==> config.mk <==
export PLATFORM = sky130hd
export DESIGN_NAME = board_status_ctrl
export DESIGN_NICKNAME = d
export VERILOG_FILES = /design/src/rtl/board_status_ctrl.sv
export SDC_FILE = /design/constraint.sdc
export NUM_CORES = 1
export LEC_CHECK = 0
export CAP_MARGIN = 30
export CELL_PAD_IN_SITES_DETAIL_PLACEMENT = 1
export CELL_PAD_IN_SITES_GLOBAL_PLACEMENT = 1
export CORE_MARGIN = 10
export CORE_UTILIZATION = 48
export DETAILED_ROUTE_END_ITERATION = 8
export PLACE_DENSITY_LB_ADDON = 0.2
export SKIP_CTS_REPAIR_TIMING = 1
export SLEW_MARGIN = 10
export SYNTH_ARGS = -nofsm -noshare
export SYNTH_HDL_FRONTEND = slang
export SYNTH_SLANG_ARGS = --single-unit
==> constraint.sdc <==
create_clock -name clk_5mhz -period 3.5 [get_ports clk_5mhz]
set_input_delay 0.525 -clock clk_5mhz [delete_from_list [all_inputs] [get_ports clk_5mhz]]
set_output_delay 0.525 -clock clk_5mhz [all_outputs]
set_load 0.05 [all_outputs]
==> src/rtl/board_status_ctrl.sv <==
// Board status/indicator controller: sticky run/pass/fail FSM, PWM-dimmed RGB, LEDs, heartbeat, GPIO, buttons.
// Latency: state_o/heartbeat_o/gpio_o 1 cycle; led_o/rgb_*_o 1 cycle after state_o; buttons 2 sync + DEBOUNCE_CYCLES.
// Backpressure: none; every input is sampled every cycle and no request is ever stalled.
// Ports: tests_passed_i/tests_failed_i/clear_i drive state_o; led_o = {heartbeat, failed, passed, run active};
//        brightness_i sets RGB duty; gpio_we_i/gpio_wdata_i/gpio_wmask_i update gpio_o;
//        btn_i -> btn_level_o (debounced) and btn_rise_o.
module board_status_ctrl #(
    parameter int CLK_HZ          = 5_000_000,
    parameter int BLINK_HZ        = 1,
    parameter int N_RGB           = 4,
    parameter int PWM_BITS        = 8,
    parameter int GPIO_W          = 8,
    parameter int N_BTN           = 4,
    parameter int DEBOUNCE_CYCLES = 50_000
) (
    input  logic                clk_5mhz,
    input  logic                rst_ni,
    input  logic                tests_passed_i,
    input  logic                tests_failed_i,
    input  logic                clear_i,
    input  logic [PWM_BITS-1:0] brightness_i,
    input  logic                gpio_we_i,
    input  logic [GPIO_W-1:0]   gpio_wdata_i,
    input  logic [GPIO_W-1:0]   gpio_wmask_i,
    output logic [GPIO_W-1:0]   gpio_o,
    input  logic [N_BTN-1:0]    btn_i,
    output logic [N_BTN-1:0]    btn_level_o,
    output logic [N_BTN-1:0]    btn_rise_o,
    output logic [1:0]          state_o,
    output logic                heartbeat_o,
    output logic [3:0]          led_o,
    output logic [N_RGB-1:0]    rgb_r_o,
    output logic [N_RGB-1:0]    rgb_g_o,
    output logic [N_RGB-1:0]    rgb_b_o
);

    localparam int HB_HALF = CLK_HZ / (2 * BLINK_HZ);
    localparam int HB_W    = (HB_HALF > 1) ? $clog2(HB_HALF) : 1;
    localparam logic [HB_W-1:0] HB_LAST = HB_W'(HB_HALF - 1);
    // One spare bit so DEBOUNCE_CYCLES == 1 still yields a legal width.
    localparam int DB_W    = $clog2(DEBOUNCE_CYCLES + 1);
    localparam logic [DB_W-1:0] DB_LAST = DB_W'(DEBOUNCE_CYCLES - 1);

    typedef enum logic [1:0] {
        ST_IDLE    = 2'd0,
        ST_RUNNING = 2'd1,
        ST_PASSED  = 2'd2,
        ST_FAILED  = 2'd3
    } state_e;

    state_e              state_q;
    logic [HB_W-1:0]     hb_cnt;
    logic [PWM_BITS-1:0] pwm_cnt;
    logic [PWM_BITS-1:0] bright_q;
    logic                pwm_on;
    logic [N_BTN-1:0]    btn_s1;
    logic [N_BTN-1:0]    btn_s2;
    logic [DB_W-1:0]     db_cnt [N_BTN];

    assign state_o = state_q;
    assign pwm_on  = (pwm_cnt < bright_q);

    // Status FSM; FAILED outranks PASSED so a simultaneous pass/fail reports failure.
    always_ff @(posedge clk_5mhz or negedge rst_ni) begin
        if (!rst_ni) begin
            state_q <= ST_IDLE;
        end else if (clear_i) begin
            state_q <= ST_RUNNING;
        end else begin
            unique case (state_q)
                ST_IDLE:    state_q <= ST_RUNNING;
                ST_RUNNING: begin
                    if (tests_failed_i)      state_q <= ST_FAILED;
                    else if (tests_passed_i) state_q <= ST_PASSED;
                end
                ST_PASSED:  if (tests_failed_i) state_q <= ST_FAILED;
                ST_FAILED:  state_q <= ST_FAILED;
                default:    state_q <= ST_IDLE;
            endcase
        end
    end

    // Heartbeat square wave.
    always_ff @(posedge clk_5mhz or negedge rst_ni) begin
        if (!rst_ni) begin
            hb_cnt      <= '0;
            heartbeat_o <= 1'b0;
        end else if (hb_cnt == HB_LAST) begin
            hb_cnt      <= '0;
            heartbeat_o <= ~heartbeat_o;
        end else begin
            hb_cnt      <= hb_cnt + 1'b1;
        end
    end

    // PWM: brightness only reloads at the period boundary so a duty change never
    // produces a truncated or stretched pulse.
    always_ff @(posedge clk_5mhz or negedge rst_ni) begin
        if (!rst_ni) begin
            pwm_cnt  <= '0;
            bright_q <= '0;
        end else begin
            pwm_cnt <= pwm_cnt + 1'b1;
            if (&pwm_cnt) begin
                bright_q <= brightness_i;
            end
        end
    end

    // Indicators follow the registered state, hence one cycle behind state_o.
    // led_o[0] marks an active test run (any state past IDLE).
    always_ff @(posedge clk_5mhz or negedge rst_ni) begin
        if (!rst_ni) begin
            led_o   <= '0;
            rgb_r_o <= '0;
            rgb_g_o <= '0;
            rgb_b_o <= '0;
        end else begin
            led_o   <= {heartbeat_o, state_q == ST_FAILED, state_q == ST_PASSED, state_q != ST_IDLE};
            rgb_r_o <= {N_RGB{(state_q == ST_FAILED) && pwm_on}};
            rgb_g_o <= {N_RGB{(state_q == ST_RUNNING) && pwm_on && heartbeat_o}};
            rgb_b_o <= {N_RGB{(state_q == ST_PASSED) && pwm_on}};
        end
    end

    // GPIO masked write.
    always_ff @(posedge clk_5mhz or negedge rst_ni) begin
        if (!rst_ni) begin
            gpio_o <= '0;
        end else if (gpio_we_i) begin
            gpio_o <= (gpio_o & ~gpio_wmask_i) | (gpio_wdata_i & gpio_wmask_i);
        end
    end

    // Buttons: synchronise, then accept a new level only after it has differed
    // from the current level for DEBOUNCE_CYCLES consecutive cycles.
    always_ff @(posedge clk_5mhz or negedge rst_ni) begin
        if (!rst_ni) begin
            btn_s1      <= '0;
            btn_s2      <= '0;
            btn_level_o <= '0;
            btn_rise_o  <= '0;
            for (int i = 0; i < N_BTN; i++) begin
                db_cnt[i] <= '0;
            end
        end else begin
            btn_s1 <= btn_i;
            btn_s2 <= btn_s1;
            for (int i = 0; i < N_BTN; i++) begin
                btn_rise_o[i] <= 1'b0;
                if (btn_s2[i] == btn_level_o[i]) begin
                    db_cnt[i] <= '0;
                end else if (db_cnt[i] == DB_LAST) begin
                    db_cnt[i]      <= '0;
                    btn_level_o[i] <= btn_s2[i];
                    btn_rise_o[i]  <= btn_s2[i];
                end else begin
                    db_cnt[i] <= db_cnt[i] + 1'b1;
                end
            end
        end
    end

endmodule

== Word level (Yosys, flattened, before mapping) ==
Index checks and enable logic that the tools add are counted.

* Register bits: 136

* $add $sub $neg: 6
* Order comparisons: 1
* Eq/ne operators: 14
* Muxes and demuxes: 22
* Bitwise operators: 9
* Reductions and logical operators: 12

{| class="wikitable"
|+ Operators by type and width
! operator !! number
|-
| $mux 16 || 8
|-
| $add 16x1->16 const B || 4
|-
| $eq 16x16->1 const B || 4
|-
| $add 22x1->22 const B || 1
|-
| $eq 22x22->1 const B || 1
|-
| $mux 22 || 1
|-
| $and 8x8->8 || 2
|-
| $reduce_and 2->1 || 5
|-
| $add 8x1->8 const B || 1
|-
| $lt 8x8->1 || 1
|-
| $mux 1 || 8
|-
| $mux 2 || 4
|-
| $not 8->8 || 1
|-
| $or 8x8->8 || 1
|-
| $pmux 2 s4 || 1
|-
| $reduce_and 8->1 || 1
|-
| $not 1->1 || 5
|-
| $eq 1x1->1 || 4
|-
| $eq 2x2->1 const B || 2
|-
| $logic_and 1x1->1 || 4
|-
| $ne 4x4->1 const B || 1
|-
| $ne 3x3->1 const B || 1
|-
| $eq 2x1->1 const B || 1
|-
| $logic_not 2->1 || 1
|-
| $reduce_bool 2->1 || 1
|}

== Longest topological paths before layout ==
* Word-level depth: 4
* Mapped depth: 6
* Gate-level depth less buffers: 6

== Worst setup path before layout ==
No wires, ideal clock.

* Path type: register to register
* Start: reg db_cnt[42] (netlist name)
* End: reg btn_level_o[1]
* Library setup time: 0.125 ns
* Arrival time: 1.667 ns
* Slack: 1.708 ns
* Stages on the path, launching flop included: 4
* Path buffers: 0
* Path through: dfrtp_1 -> or3b_4 -> or4_4 -> mux2_4

* Word-level cells in the longest chain between the ends: 2

{| class="wikitable"
|+ RTL lines
! what !! line !! RTL
|-
| start, declared || 58 || <nowiki>logic [DB_W-1:0] db_cnt [N_BTN];</nowiki>
|-
| start signal, assigned by index || 158 || <nowiki>db_cnt[i] <= db_cnt[i] + 1'b1;</nowiki>
|-
| $eq 16x16->1 || 153 || <nowiki>end else if (db_cnt[i] == DB_LAST) begin</nowiki>
|-
| $reduce_and 2->1 (no source line) || - ||
|-
| end signal, assigned by index || 155 || <nowiki>btn_level_o[i] <= btn_s2[i];</nowiki>
|-
| end, declared || 27 || <nowiki>output logic [N_BTN-1:0] btn_level_o,</nowiki>
|}

No other way between the ends.
A chain may end at the register's enable or synchronous reset.

== Worst setup path in the final report ==
* Start: reg, netlist name rgb_g_o[0]
* End: out rgb_g_o[3]

{| class="wikitable"
|+ RTL lines
! what !! line !! RTL
|-
| end, declared || 33 || <nowiki>output logic [N_RGB-1:0] rgb_g_o,</nowiki>
|}

No word-level cell between the ends.

==> qor.csv <==
stage;metric;value;unit
worst_setup_path;critPathKind;reg2out;
final_layout;fillers;1361;
synthesis;yosysTopAreaCell;dfrtp_1;
final_layout;postLayoutCellArea;7570;um^2
synthesis;netlist_instances;570;
worst_setup_path;crit_fanout;4;
final_layout;drive_gt1_share;10.5;%
global_route;grtUsageTotal;17.4;%
global_route;antenna_found_initial;0;
sta;fin_skew;0.00804;ns
worst_setup_path;r2r_start;db_cnt[16]$_DFF_PN0_;
cts;h-tree-depth;4;
synthesis;syn_nets;617;
cts;numCtsBuffers;17;
detailed_routing;wl_per_cell;18.0;um
worst_setup_path;crit_arrival;1.77;ns
detailed_routing;drt-pass1-iter-count;4;
floorplan;core_area;12600;um^2
worst_setup_path;r2r_slack;1.34;ns
sta;post-route-min-period;2.30;ns
synthesis;ys_warn_count;0;
cts;cts_tree;built;
worst_setup_path;slowest_delay;0.87;ns
floorplan;die_y;133;um
worst_setup_path;critPathRequiredTime;2.97;ns
synthesis;synthDistinctLibCells;41;
floorplan;rows;41;
sta;fmax;435;MHz
detailed_routing;vias_per_cell;5.39;
worst_setup_path;cp-start-kind;flip-flop;
final_layout;area_growth_syn_to_layout;22.5;%
global_route;met1_usage;20.1;%
placed_design;port_buffers;68;
cts;clk_pin_slew;0.05;ns
pwr;power.total;3.48;mW
global_route;grt_max_degree;79;
sta;finalCritPeriodShare;65.7;%
synthesis;synth.cell_area;6180;um^2
synthesis;ys_top_cells_by_count;136 x dfrtp_1, 89 x nor2_1, 64 x xnor2_1, 36 x nand3_1, 33 x nand2_1;
sta;maxSlewViolCount;0;
flow_run;maxCapViolations;0;
final_layout;n_antenna_cell;0;
cts;root_buffer;clkbuf_16;
synthesis;synthArstFlopShare;100;%
synthesis;synth-edff-count;0;
synthesis;synthTopCellsByArea;dfrtp_1 55%, xnor2_1 9.1%, nor2_1 5.4%;
min_path;hold_path_class;in2async;
global_route;busiest_layer;met2;
pwr;p_leak;3.15;nW
synthesis;ys.flop_type;dfrtp_1;
global_route;grt_overflow;0;
worst_setup_path;path_cells;clkdlybuf4s50_1;
worst_setup_path;rr_worst_depth;5;
global_route;grtUsageMet3;4.62;%
sta;final-hold-violation-count;0;
synthesis;synth.most_common_cell;dfrtp_1;
floorplan;die_area;17800;um^2
synthesis;yosysSeqAreaShare;55.1;%
placed_design;dpl.hpwl;10500;um
outcome;outcome;finished, final reports clean;
floorplan;die_w;133;um
sta;final-setup-viol-count;0;
worst_setup_path;crit_buf_inv;1;
detailed_routing;wl;14900;um
sta;finalSetupTns;0;ns
worst_setup_path;slowest_stage;clkdlybuf4s50_1;
synthesis;syn_area_per_cell;10.8;um^2
sta;rsz0062_at_grt;false;
cts;cts_max_path_buffers;2;
detailed_routing;drtIter0Drc;252;
worst_setup_path;worstReg2RegEnd;db_cnt[16]$_DFF_PN0_;
synthesis;yosys.area.top_type_share;55.1;%
placed_design;dpl_cell_area;7020;um^2
sta;slew_headroom;35.5;%
global_route;grt.met2_usage;30.7;%
worst_setup_path;endpoint_kind;output pin;
detailed_routing;antenna_left;0;
worst_setup_path;crit_family;buffers and inverters;
final_layout;fin_nets;693;
global_route;grt_pass1_vias;4950;
pwr;power-per-cell-area;460;nW/um^2
global_route;grt_pass1_wl;25300;um
cts;clock-sinks;136;
floorplan;io_pins;69;
floorplan;initial_core_util;48.9;%
placed_design;place_congestion;0.821;
pwr;vdd_drop_max;0.348;mV
synthesis;synth-seq-cells;136;
detailed_routing;via_count;4480;
cts;clk_latency;0.41;ns
detailed_routing;drc;0;
sta;tightest_slew;0.960;ns
==> stage by stage <==
stage          hold slack [ns]  setup slack [ns]  cells  util [%]
5_1_grt                  0.109              1.13    831      60.0
6_report                0.0766              1.20    831      60.0
4_1_cts                 0.0817              1.17    831      60.0
3_5_place_dp             0.341              1.36    799      55.7
3_3_place_gp             0.335              1.47    799      55.7
2_1_floorplan            0.229              1.71    570         -
==> cells by family (layout without fill, tap and decap cells) <==
logic type | Yosys count | after routing | synth area share (%)
compound gates | 24 | 24 | 3.18
xor+xnor | 83 | 83 | 11.8
fa+ha+maj | 13 | 13 | 2.63
buf+inv | 40 | 129 | 3.08
flops | 136 | 136 | 55.1
mux | 20 | 20 | 3.71
simple gates | 254 | 254 | 20.5
==> power breakdown <==
part | switching (mW) | total (mW) | internal, mW
sequential | 0.0269 | 1.63 | 1.61
clock | 0.631 | 1.62 | 0.988
combinational | 0.135 | 0.228 | 0.0928
total | 0.793 | 3.48 | 2.69
==> worst max path at each step <==
stage                              start                    endpoint  cells past startpoint
floorplan           db_cnt[42]$_DFF_PN0_  btn_level_o[1]$_DFFE_PN0P_                      3
global placement    db_cnt[48]$_DFF_PN0_        db_cnt[50]$_DFF_PN0_                      5
detailed placement  db_cnt[16]$_DFF_PN0_        db_cnt[16]$_DFF_PN0_                      5
CTS                 rgb_g_o[0]$_DFF_PN0_                  rgb_g_o[3]                      1
global route         hb_cnt[0]$_DFF_PN0_        hb_cnt[20]$_DFF_PN0_                      5
finish              rgb_g_o[0]$_DFF_PN0_                  rgb_g_o[3]                      1
==> cell usage in the layout, fill, tap and decap left out, types with 5 or more instances in the layout <==
| cell | instances |
|---|---|
| nor2_1 | 89 |
| clkdlybuf4s50_1 | 67 |
| xnor2_1 | 64 |
| nand4_1 | 23 |
| nor4_1 | 18 |
| a21oi_1 | 11 |
| ha_1 | 13 |
| nor4b_1 | 5 |
| nand2_1 | 33 |
| dfrtp_1 | 136 |
| nor3_1 | 16 |
| mux2_2 | 19 |
| xor2_1 | 19 |
| and3_1 | 7 |
| nand3_1 | 36 |
| inv_1 | 24 |
| or3_1 | 5 |
| clkbuf_16 | 17 |
| clkinv_2 | 8 |
| clkbuf_8 | 5 |
==> final cells by class <==
type	instances	area, um^2	share of cell area, %
multi-input combinational	394	2580	34.1
timing repair buffer	73	732	9.67
tap	172	215	2.84
inverter	24	90.1	1.19
clock buffer	23	498	6.58
clock inverter	9	47.5	0.628
sequential	136	3400	45.0
==> registers in the layout (all words and copies together) (netlist names), 2 cells and up, named ones only <==
name and flops:
pwm_cnt 8, btn_level_o 4, state_o 2, btn_rise_o 4, led_o 4, hb_cnt 22, btn_s1 4, btn_s2 4
bright_q 8, db_cnt 64
==> per-layer routing <==
layer  vias up  part of all wire (%)
li1       2097                     -
met1      2305                    43
met2        63                    53
met3        15                   3.0
met4         0                   1.2
met5         -                     0
No activity file was read; power rests on OpenSTA's default activity.
